**src/rtl/pipe_alu_param_pkg.sv**
```systemverilog
// Shared opcode constants and default widths for the pipelined ALU block.
// Latency: n/a (declarations only). Backpressure: n/a.
package pipe_alu_param_pkg;

  localparam int DW_DEF = 16;
  localparam int AW_DEF = 4;
  localparam int MW_DEF = 8;

  // Codes 12-15 are deliberately unassigned and evaluate to zero.
  typedef enum logic [3:0] {
    OP_ADD  = 4'd0,
    OP_SUB  = 4'd1,
    OP_MUL  = 4'd2,
    OP_SELA = 4'd3,
    OP_SELB = 4'd4,
    OP_AND  = 4'd5,
    OP_OR   = 4'd6,
    OP_XOR  = 4'd7,
    OP_NEGA = 4'd8,
    OP_NEGB = 4'd9,
    OP_SRA  = 4'd10,
    OP_SLA  = 4'd11
  } alu_op_e;

endpackage

```
**src/rtl/pipe_alu_param_alu.sv**
```systemverilog
// Combinational DW-bit ALU; all arithmetic wraps modulo 2**DW, no flags.
// Latency: 0 cycles. Backpressure: none (pure logic).
module pipe_alu
  import pipe_alu_param_pkg::*;
#(
  parameter int DW = DW_DEF
) (
  input  logic [DW-1:0] a,
  input  logic [DW-1:0] b,
  input  logic [3:0]    func,
  output logic [DW-1:0] result
);

  always_comb begin
    result = '0;
    case (func)
      OP_ADD:  result = a + b;
      OP_SUB:  result = a - b;
      OP_MUL:  result = a * b;
      OP_SELA: result = a;
      OP_SELB: result = b;
      OP_AND:  result = a & b;
      OP_OR:   result = a | b;
      OP_XOR:  result = a ^ b;
      OP_NEGA: result = -a;
      OP_NEGB: result = -b;
      // Despite the mnemonic this is a logical shift: the MSB fills with 0.
      OP_SRA:  result = a >> 1;
      OP_SLA:  result = a << 1;
      default: result = '0;
    endcase
  end

endmodule

```
**src/rtl/pipe_alu_param.sv**
```systemverilog
// Three-stage ALU pipe (capture, execute into z, writeback to regbank+mem); z one cycle after accept, WB two.
// No output backpressure; PIPE_FWD_EN selects RAW forwarding, otherwise in_ready drops until the hazard retires.
module pipe_alu_param
  import pipe_alu_param_pkg::*;
#(
  parameter int DW = DW_DEF,
  parameter int AW = AW_DEF,
  parameter int MW = MW_DEF
) (
  input  logic          clk,
  input  logic          rst,
  input  logic          in_valid,
  output logic          in_ready,
  input  logic [AW-1:0] rs1,
  input  logic [AW-1:0] rs2,
  input  logic [AW-1:0] rd,
  input  logic [3:0]    func,
  input  logic [MW-1:0] addr,
  output logic [DW-1:0] z,
  output logic          z_valid,
  input  logic          ld_we,
  input  logic [AW-1:0] ld_idx,
  input  logic [DW-1:0] ld_data,
  input  logic [MW-1:0] mem_raddr,
  output logic [DW-1:0] mem_rdata
);

  localparam int NREG   = 1 << AW;
  localparam int MDEPTH = 1 << MW;

  logic [DW-1:0] rf_q  [NREG];
  logic [DW-1:0] mem_q [MDEPTH];

  logic          s1_vld_q;
  logic [DW-1:0] s1_a_q, s1_b_q;
  logic [3:0]    s1_func_q;
  logic [AW-1:0] s1_rd_q;
  logic [MW-1:0] s1_addr_q;

  logic          s2_vld_q;
  logic [DW-1:0] z_q;
  logic [AW-1:0] s2_rd_q;
  logic [MW-1:0] s2_addr_q;

  logic [DW-1:0] mem_rdata_q;
  logic [DW-1:0] alu_res;
  logic [DW-1:0] s1_a_d, s1_b_d;
  logic          s1_vld_d;
  logic          stall;
  logic          hit1_s1, hit1_s2, hit2_s1, hit2_s2;

  pipe_alu #(.DW(DW)) u_alu (
    .a      (s1_a_q),
    .b      (s1_b_q),
    .func   (s1_func_q),
    .result (alu_res)
  );

  assign hit1_s1 = s1_vld_q && (s1_rd_q == rs1);
  assign hit2_s1 = s1_vld_q && (s1_rd_q == rs2);
  assign hit1_s2 = s2_vld_q && (s2_rd_q == rs1);
  assign hit2_s2 = s2_vld_q && (s2_rd_q == rs2);

`ifdef PIPE_FWD_EN
  // Youngest producer wins: S1 result beats the value about to be written from S2.
  always_comb begin
    s1_a_d = rf_q[rs1];
    s1_b_d = rf_q[rs2];
    if (hit1_s2) s1_a_d = z_q;
    if (hit2_s2) s1_b_d = z_q;
    if (hit1_s1) s1_a_d = alu_res;
    if (hit2_s1) s1_b_d = alu_res;
  end

  assign stall = 1'b0;
`else
  assign s1_a_d = rf_q[rs1];
  assign s1_b_d = rf_q[rs2];
  assign stall  = hit1_s1 || hit1_s2 || hit2_s1 || hit2_s2;
`endif

  assign in_ready  = !rst && !stall;
  assign s1_vld_d  = in_valid && in_ready;
  assign z         = z_q;
  assign z_valid   = s2_vld_q;
  assign mem_rdata = mem_rdata_q;

  always_ff @(posedge clk) begin
    if (rst) begin
      s1_vld_q  <= 1'b0;
      s1_a_q    <= '0;
      s1_b_q    <= '0;
      s1_func_q <= '0;
      s1_rd_q   <= '0;
      s1_addr_q <= '0;
      s2_vld_q  <= 1'b0;
      z_q       <= '0;
      s2_rd_q   <= '0;
      s2_addr_q <= '0;
    end else begin
      s1_vld_q <= s1_vld_d;
      if (s1_vld_d) begin
        s1_a_q    <= s1_a_d;
        s1_b_q    <= s1_b_d;
        s1_func_q <= func;
        s1_rd_q   <= rd;
        s1_addr_q <= addr;
      end
      s2_vld_q <= s1_vld_q;
      if (s1_vld_q) begin
        z_q       <= alu_res;
        s2_rd_q   <= s1_rd_q;
        s2_addr_q <= s1_addr_q;
      end
    end
  end

  // Writeback is ordered after the preload so it wins on a shared index.
  always_ff @(posedge clk) begin
    if (rst) begin
      for (int i = 0; i < NREG; i++) rf_q[i] <= '0;
    end else begin
      if (ld_we)    rf_q[ld_idx]  <= ld_data;
      if (s2_vld_q) rf_q[s2_rd_q] <= z_q;
    end
  end

  // Memory contents survive reset; only the in-flight write is suppressed.
  always_ff @(posedge clk) begin
    if (!rst && s2_vld_q) mem_q[s2_addr_q] <= z_q;
  end

  always_ff @(posedge clk) begin
    if (rst) mem_rdata_q <= '0;
    else     mem_rdata_q <= mem_q[mem_raddr];
  end

endmodule

```
**config.mk**
```make
export PLATFORM = sky130hd
export DESIGN_NAME = pipe_alu_param
export DESIGN_NICKNAME = d
export VERILOG_FILES = /design/src/rtl/pipe_alu_param_pkg.sv /design/src/rtl/pipe_alu_param_alu.sv /design/src/rtl/pipe_alu_param.sv
export SDC_FILE = /design/constraint.sdc
export NUM_CORES = 2
export LEC_CHECK = 0
export CAP_MARGIN = 0
export CORE_MARGIN = 8
export CORE_UTILIZATION = 50
export CTS_BUF_LIST = sky130_fd_sc_hd__clkbuf_16
export DETAILED_ROUTE_END_ITERATION = 10
export DONT_BUFFER_PORTS = 1
export GPL_TIMING_DRIVEN = 1
export PLACE_DENSITY = 0.63
export RECOVER_POWER = 25
export SYNTH_ARGS = -nofsm -noshare
export SYNTH_HDL_FRONTEND = slang
export SYNTH_MEMORY_MAX_BITS = 65536
export SYNTH_SLANG_ARGS = --single-unit
```
**constraint.sdc**
```tcl
create_clock -name clk -period 6.2 [get_ports clk]
set_input_delay 0.62 -clock clk [delete_from_list [all_inputs] [get_ports clk]]
set_output_delay 0.62 -clock clk [all_outputs]
set_load 0.02 [all_outputs]
```
### After elaboration in Yosys (flattened, before gate mapping)

Memory sizes are Yosys's and may differ from the RTL's. A register that Yosys moved wholly into a read port is not among the register bits.
Index checks and enable logic that the tools add are counted.

| word-level totals | value |
|---|---|
| flip-flop bits (word level) | 46 |
| bits in latches | 0 |
| bits in writable memories | 4,352 |
| ROM bits | 0 |
| input port bits | 56 |
| memories kept | 2 |

Memories:

| memory | depth | bits a word | read ports | clocked after memory_dff | write ports | RTL line | RTL |
|---|---|---|---|---|---|---|---|
| mem_q | 256 | 16 | 1 | 1 | 1 | pipe_alu_param.sv:32 | `logic [DW-1:0] mem_q [MDEPTH];` |
| rf_q | 16 | 16 | 2 | 2 | 16 | pipe_alu_param.sv:31 | `logic [DW-1:0] rf_q [NREG];` |

| cells by class | value |
|---|---|
| $add $sub $neg | 4 |
| multiply operators | 1 |
| divide/modulo/power cells | 0 |
| $lt $le $gt $ge | 0 |
| equality and inequality tests | 15 |
| shift-type cells | 0 |
| muxes and demuxes | 17 |
| bitwise operators | 3 |
| reductions and logical operators | 15 |

Operator list:

| cell | number |
|---|---|
| case mux 16 bit (12 select lines) | 1 |
| two-way mux 16 bit | 2 |
| negator 16 bit | 2 |
| OR reduction 16 bit | 2 |
| adder 16 bit | 1 |
| bitwise AND 16 bit | 1 |
| equality test 4 x 3 -> 1 bit, second input constant | 4 |
| equality test 4 bit | 4 |
| equality test 4 bit, second input constant | 4 |
| multiplier 16 x 16 -> 16 bit | 1 |
| OR 16 bit | 1 |
| subtractor 16 bit | 1 |
| bitwise XOR 16 bit | 1 |
| two-way mux 1 bit | 12 |
| equality test 4 x 2 -> 1 bit, second input constant | 2 |
| two-way mux 4 bit | 2 |
| logical AND 1 bit | 7 |
| equality test 4 x 1 -> 1 bit, second input constant | 1 |
| logical NOT 4 bit | 1 |
| logical OR 1 bit | 3 |
| logical NOT 1 bit | 2 |

### Longest topological paths before layout

| depth | value |
|---|---|
| depth after elaboration | 8 |
| gate-level depth with buffers | 23 |

### By module

From an unflattened synthesis, not the netlist that was laid out.

| second synthesis, totals | value |
|---|---|
| cells, all modules | 9,405 |
| area, all modules | 183,377.1 µm² |

By module, submodules not included:

| module | times used | cells an instance | area each (µm²) | sequential area each (µm²) |
|---|---|---|---|---|
| pipe_alu_param | 1 | 8,494 | 176,549.3 | 132,567.1 |
| pipe_alu | 1 | 911 | 6,827.8 | 0.0 |

### Worst setup path before layout

No wires, ideal clock.

| timing path | value |
|---|---|
| path kind | register to register |
| from | register s1_b_q[3], read port of rf_q |
| to | register z_q[15], in the netlist z[15] |
| data arrival time | 5.374 ns |
| required time | 6.080 ns |
| path slack | 0.706 ns |
| stages on the path, launching flop included | 21 |
| cell sequence | dfxtp_1 clkbuf_1 clkinv_1 nor2_1 fa_1 inv_1 fa_1 inv_1 fa_1 fa_1 inv_1 fa_1 fa_1 xnor2_1 xnor2_1 xnor2_1 xnor2_1 xnor3_1 xnor2_1 and3_1 a211o_1 |

| on the way | value |
|---|---|
| longest elaborated chain between the ends | 2 |

RTL lines:

| item | RTL line | RTL |
|---|---|---|
| start: declaration | pipe_alu_param.sv:35 | `logic [DW-1:0] s1_a_q, s1_b_q;` |
| multiplier 16 x 16 -> 16 bit, or another cell as far along | pipe_alu_param_alu.sv:19 | `OP_MUL: result = a * b;` |
| case mux 16 bit (12 select lines) * | pipe_alu_param_alu.sv:16 | `case (func)` |
| end signal: assignment | pipe_alu_param.sv:111 | `z_q <= alu_res;` |
| end: declaration | pipe_alu_param.sv:41 | `logic [DW-1:0] z_q;` |

Mark *: on every way between the ends. The rest lies on a longest branch, timed or not.
A chain may end at the register's enable or synchronous reset.

### Worst setup path after layout

Ends and elaborated chain as after synthesis.

==> impl_metrics.ini <==
[outcome]
status = finished, violations left
violations = capacitance limit, slew limit

[synthesis]
yosys_warnings = 0
ys.flop_type = edfxtp_1
synth_edf_count = 4352
yosysTopAreaCellShare_pct = 72.31
yosysTopAreaCell = edfxtp_1
syn_nets = 8607
yosys.cell_count.top_type = edfxtp_1
avgSynthCellArea_sq_um = 21.59
synth-async-reset-ratio_pct = 0
synth-seq-cells = 4446
ys_seq_area_share_pct = 73.35
netlist_instances = 8372
yosys-top-cells-area = edfxtp_1 72%, mux4_2 18%, a22o_1 1.3%
synth_area_sq_mm = 0.1807
yosysUniqueCellTypes = 63
synth_common_cells = 4352 x edfxtp_1, 1440 x mux4_2, 430 x nor2_1, 336 x clkbuf_1, 258 x a22o_1

[placement]
gp_congestion = 0.8945
dp.final_hpwl_mm = 270.3
post-place-ws_ps = 241.8
portBuffers = 0

[setup_path]
critPathLaunchType = flop
endpoint_kind = flop
critPathKind = flop to flop
crit_fanout = 8
rr_worst_depth = 21
reg2reg_setup_slack_ps = 260
critPathArrivalTime_ps = 6780
startpoint = s1_b_q[3]$_SDFFE_PP0P_
cp.required_ps = 7040
timing.rr.end = z[15]$_SDFFE_PP0P_
r2r_start = s1_b_q[3]$_SDFFE_PP0P_

[sta]
fin_skew_ps = 70.17
max_clock_freq_mhz = 168.4
fin_ws_ps = 262.8
relSlewSlack_pct = -230.8
drv_slew = 2865
tightestPinTransition_ps = 4962
setup_viol = 0
fin_crit_ps = 5937
period_share_pct = 95.76
rsz0062_at_grt = false
final.setup.tns_ps = 0
hold_viol_final = 0

[global_route]
grt_pass1_vias = 91030
grt_start_max_net_pins = 1025
grt_usage_pct = 24.74
grt_pass1_wl_mm = 679.3
grt_antenna_before_repair = 28
grt-ovfl-total = 0

[floorplan]
dieArea_sq_mm = 0.3809
rows = 220
start_util_pct = 50.27
core_sq_mm = 0.3595
die_y_microns = 617.2
fp.dieW_microns = 617.2
ios = 90

[routing]
postRouteWirelength_mm = 478.1
drtIter0Drc = 11500
route.detailed.drc = 0
final_antenna_net_count = 0
firstDrtPassIters = 6
vias = 89640
vias_per_cell = 6.426
wl_per_cell_microns = 34.27

[min_path]
hp-class = input pin to flop
min_to = s1_b_q[0]$_SDFFE_PP0P_
hold_path_depth = 3
min_from = rs2[2]

[pwr]
power.leakage_nw = 66.48
finalPower_mw = 64.82
peakVddDrop_v = 0.0002705
p_per_area_mw_per_mm2 = 318.4

[clock_tree]
htreeDepth = 5
cts.sinks = 4446
clk_latency_ps = 1000
clk_pin_slew_ps = 70
root_buffer = clkbuf_16
cts_buffers = 450
cts.path.max_buffers = 4
cts_tree = done

[cells_and_area]
area_growth_pct = 12.65
nFillCells = 26350
nNetsFinal = 9021
fin_util_pct = 56.63
drive_gt1_share_pct = 28.23

[flow_run]
cap_violations = 32
==> per-layer routing <==
metal / part of all wire (%) / GRT usage, %
met5: 0.0098 / 0
met4: 3.4 / 7.570
met3: 9.2 / 4.700
met2: 48 / 39.39
met1: 40 / 35.13
==> timing repair <==
| item | in CTS | in global routing |
|---|---|---|
| hold endpoints to repair | 333 | 0 |
| gates resized for setup | 0 | 1 |
| buffers inserted | 0 | 0 |
| hold buffers | 35 | 0 |
| endpoints found under the setup margin | 0 | 1 |
==> where the power goes <==
part           switching [mW]  internal [mW]  total [mW]  leakage [nW]
logic                    2.53           1.47        3.99          17.7
clock network            11.4           15.2        26.6          7.49
registers               0.364           33.9        34.2          41.3
==> worst max-delay path by stage <==
| stage | to |
|---|---|
| 5_1_grt | z[14]$_SDFFE_PP0P_ |
| 4_1_cts | z[15]$_SDFFE_PP0P_ |
| 2_1_floorplan | z[15]$_SDFFE_PP0P_ |
| 6_report | z[15]$_SDFFE_PP0P_ |
| 3_3_place_gp | z[15]$_SDFFE_PP0P_ |
| 3_5_place_dp | z[15]$_SDFFE_PP0P_ |
==> sequential cells by signal, indices dropped and copies added (netlist names) <==
register,cells
s1_rd_q,4
z,16
s2_addr_q,8
s1_a_q,16
mem_q,4096
mem_rdata,16
z_valid,1
s1_func_q,4
rf_q,256
s1_vld_q,1
s2_rd_q,4
s1_b_q,16
s1_addr_q,8
==> critical path: stages, from the launching register on <==
cell and delay, ps:
dfxtp_1 550, buf_4 240, ha_1 180, inv_1 60, fa_1 480, fa_1 570, inv_1 50, ha_1 210
fa_1 450, ha_1 290, inv_1 50, fa_1 470, inv_1 40, ha_1 310, o21ai_0 90, a21oi_1 100
o211ai_1 290, a21oi_1 150, o31ai_1 480, xnor2_1 260, and3_1 240, a211o_1 250
==> final cells by class <==
type / count / area (sq um) / area share (%)
repair buffers: 517 / 4317 / 2.120
well taps: 4773 / 5972 / 2.933
diodes: 8 / 20.02 / 0.009833
clock buffers: 454 / 11360 / 5.581
inverters: 154 / 578.1 / 0.2839
clock inverters: 379 / 3156 / 1.550
multi-input cells: 3217 / 45610 / 22.40
flip-flops and latches: 4446 / 132600 / 65.12
==> through the flow <==
step                hold slack (ps)  cells  area (sq um)
finish                        80.69  13950        203600
global route                  70.99  13940        203600
CTS                           4.264  13940        203700
detailed placement            455.5  13070        188800
global placement              453.1  13070        188800
floorplan                     436.0   8372        180700
==> cell families after synthesis <==
group,Yosys count,synth area share [%]
DFF,4446,73.35
muxes,1613,18.90
AOI/OAI and AO/OA,528,2.241
xor gates and xnor gates,96,0.4728
buffers and inverters,709,1.558
adders and majority gates,179,1.576
and+or+nand+nor,801,1.898
==> placed cells by master (no fill, tap or decap), types with 34 or more instances in the layout <==
| cell type | count |
|---|---|
| dlygate4sd3_1 | 34 |
| edfxtp_1 | 4352 |
| inv_1 | 248 |
| o22ai_1 | 66 |
| buf_4 | 433 |
| clkbuf_16 | 454 |
| a21oi_1 | 62 |
| xnor2_1 | 76 |
| ha_1 | 98 |
| nand2_1 | 189 |
| clkinv_1 | 114 |
| nor2_1 | 408 |
| clkinv_2 | 77 |
| o21ai_0 | 34 |
| dfxtp_1 | 93 |
| bufinv_16 | 46 |
| fa_1 | 81 |
| mux2i_1 | 173 |
| a22o_1 | 258 |
| mux4_2 | 1440 |
Power figures use the tool's default switching activity.
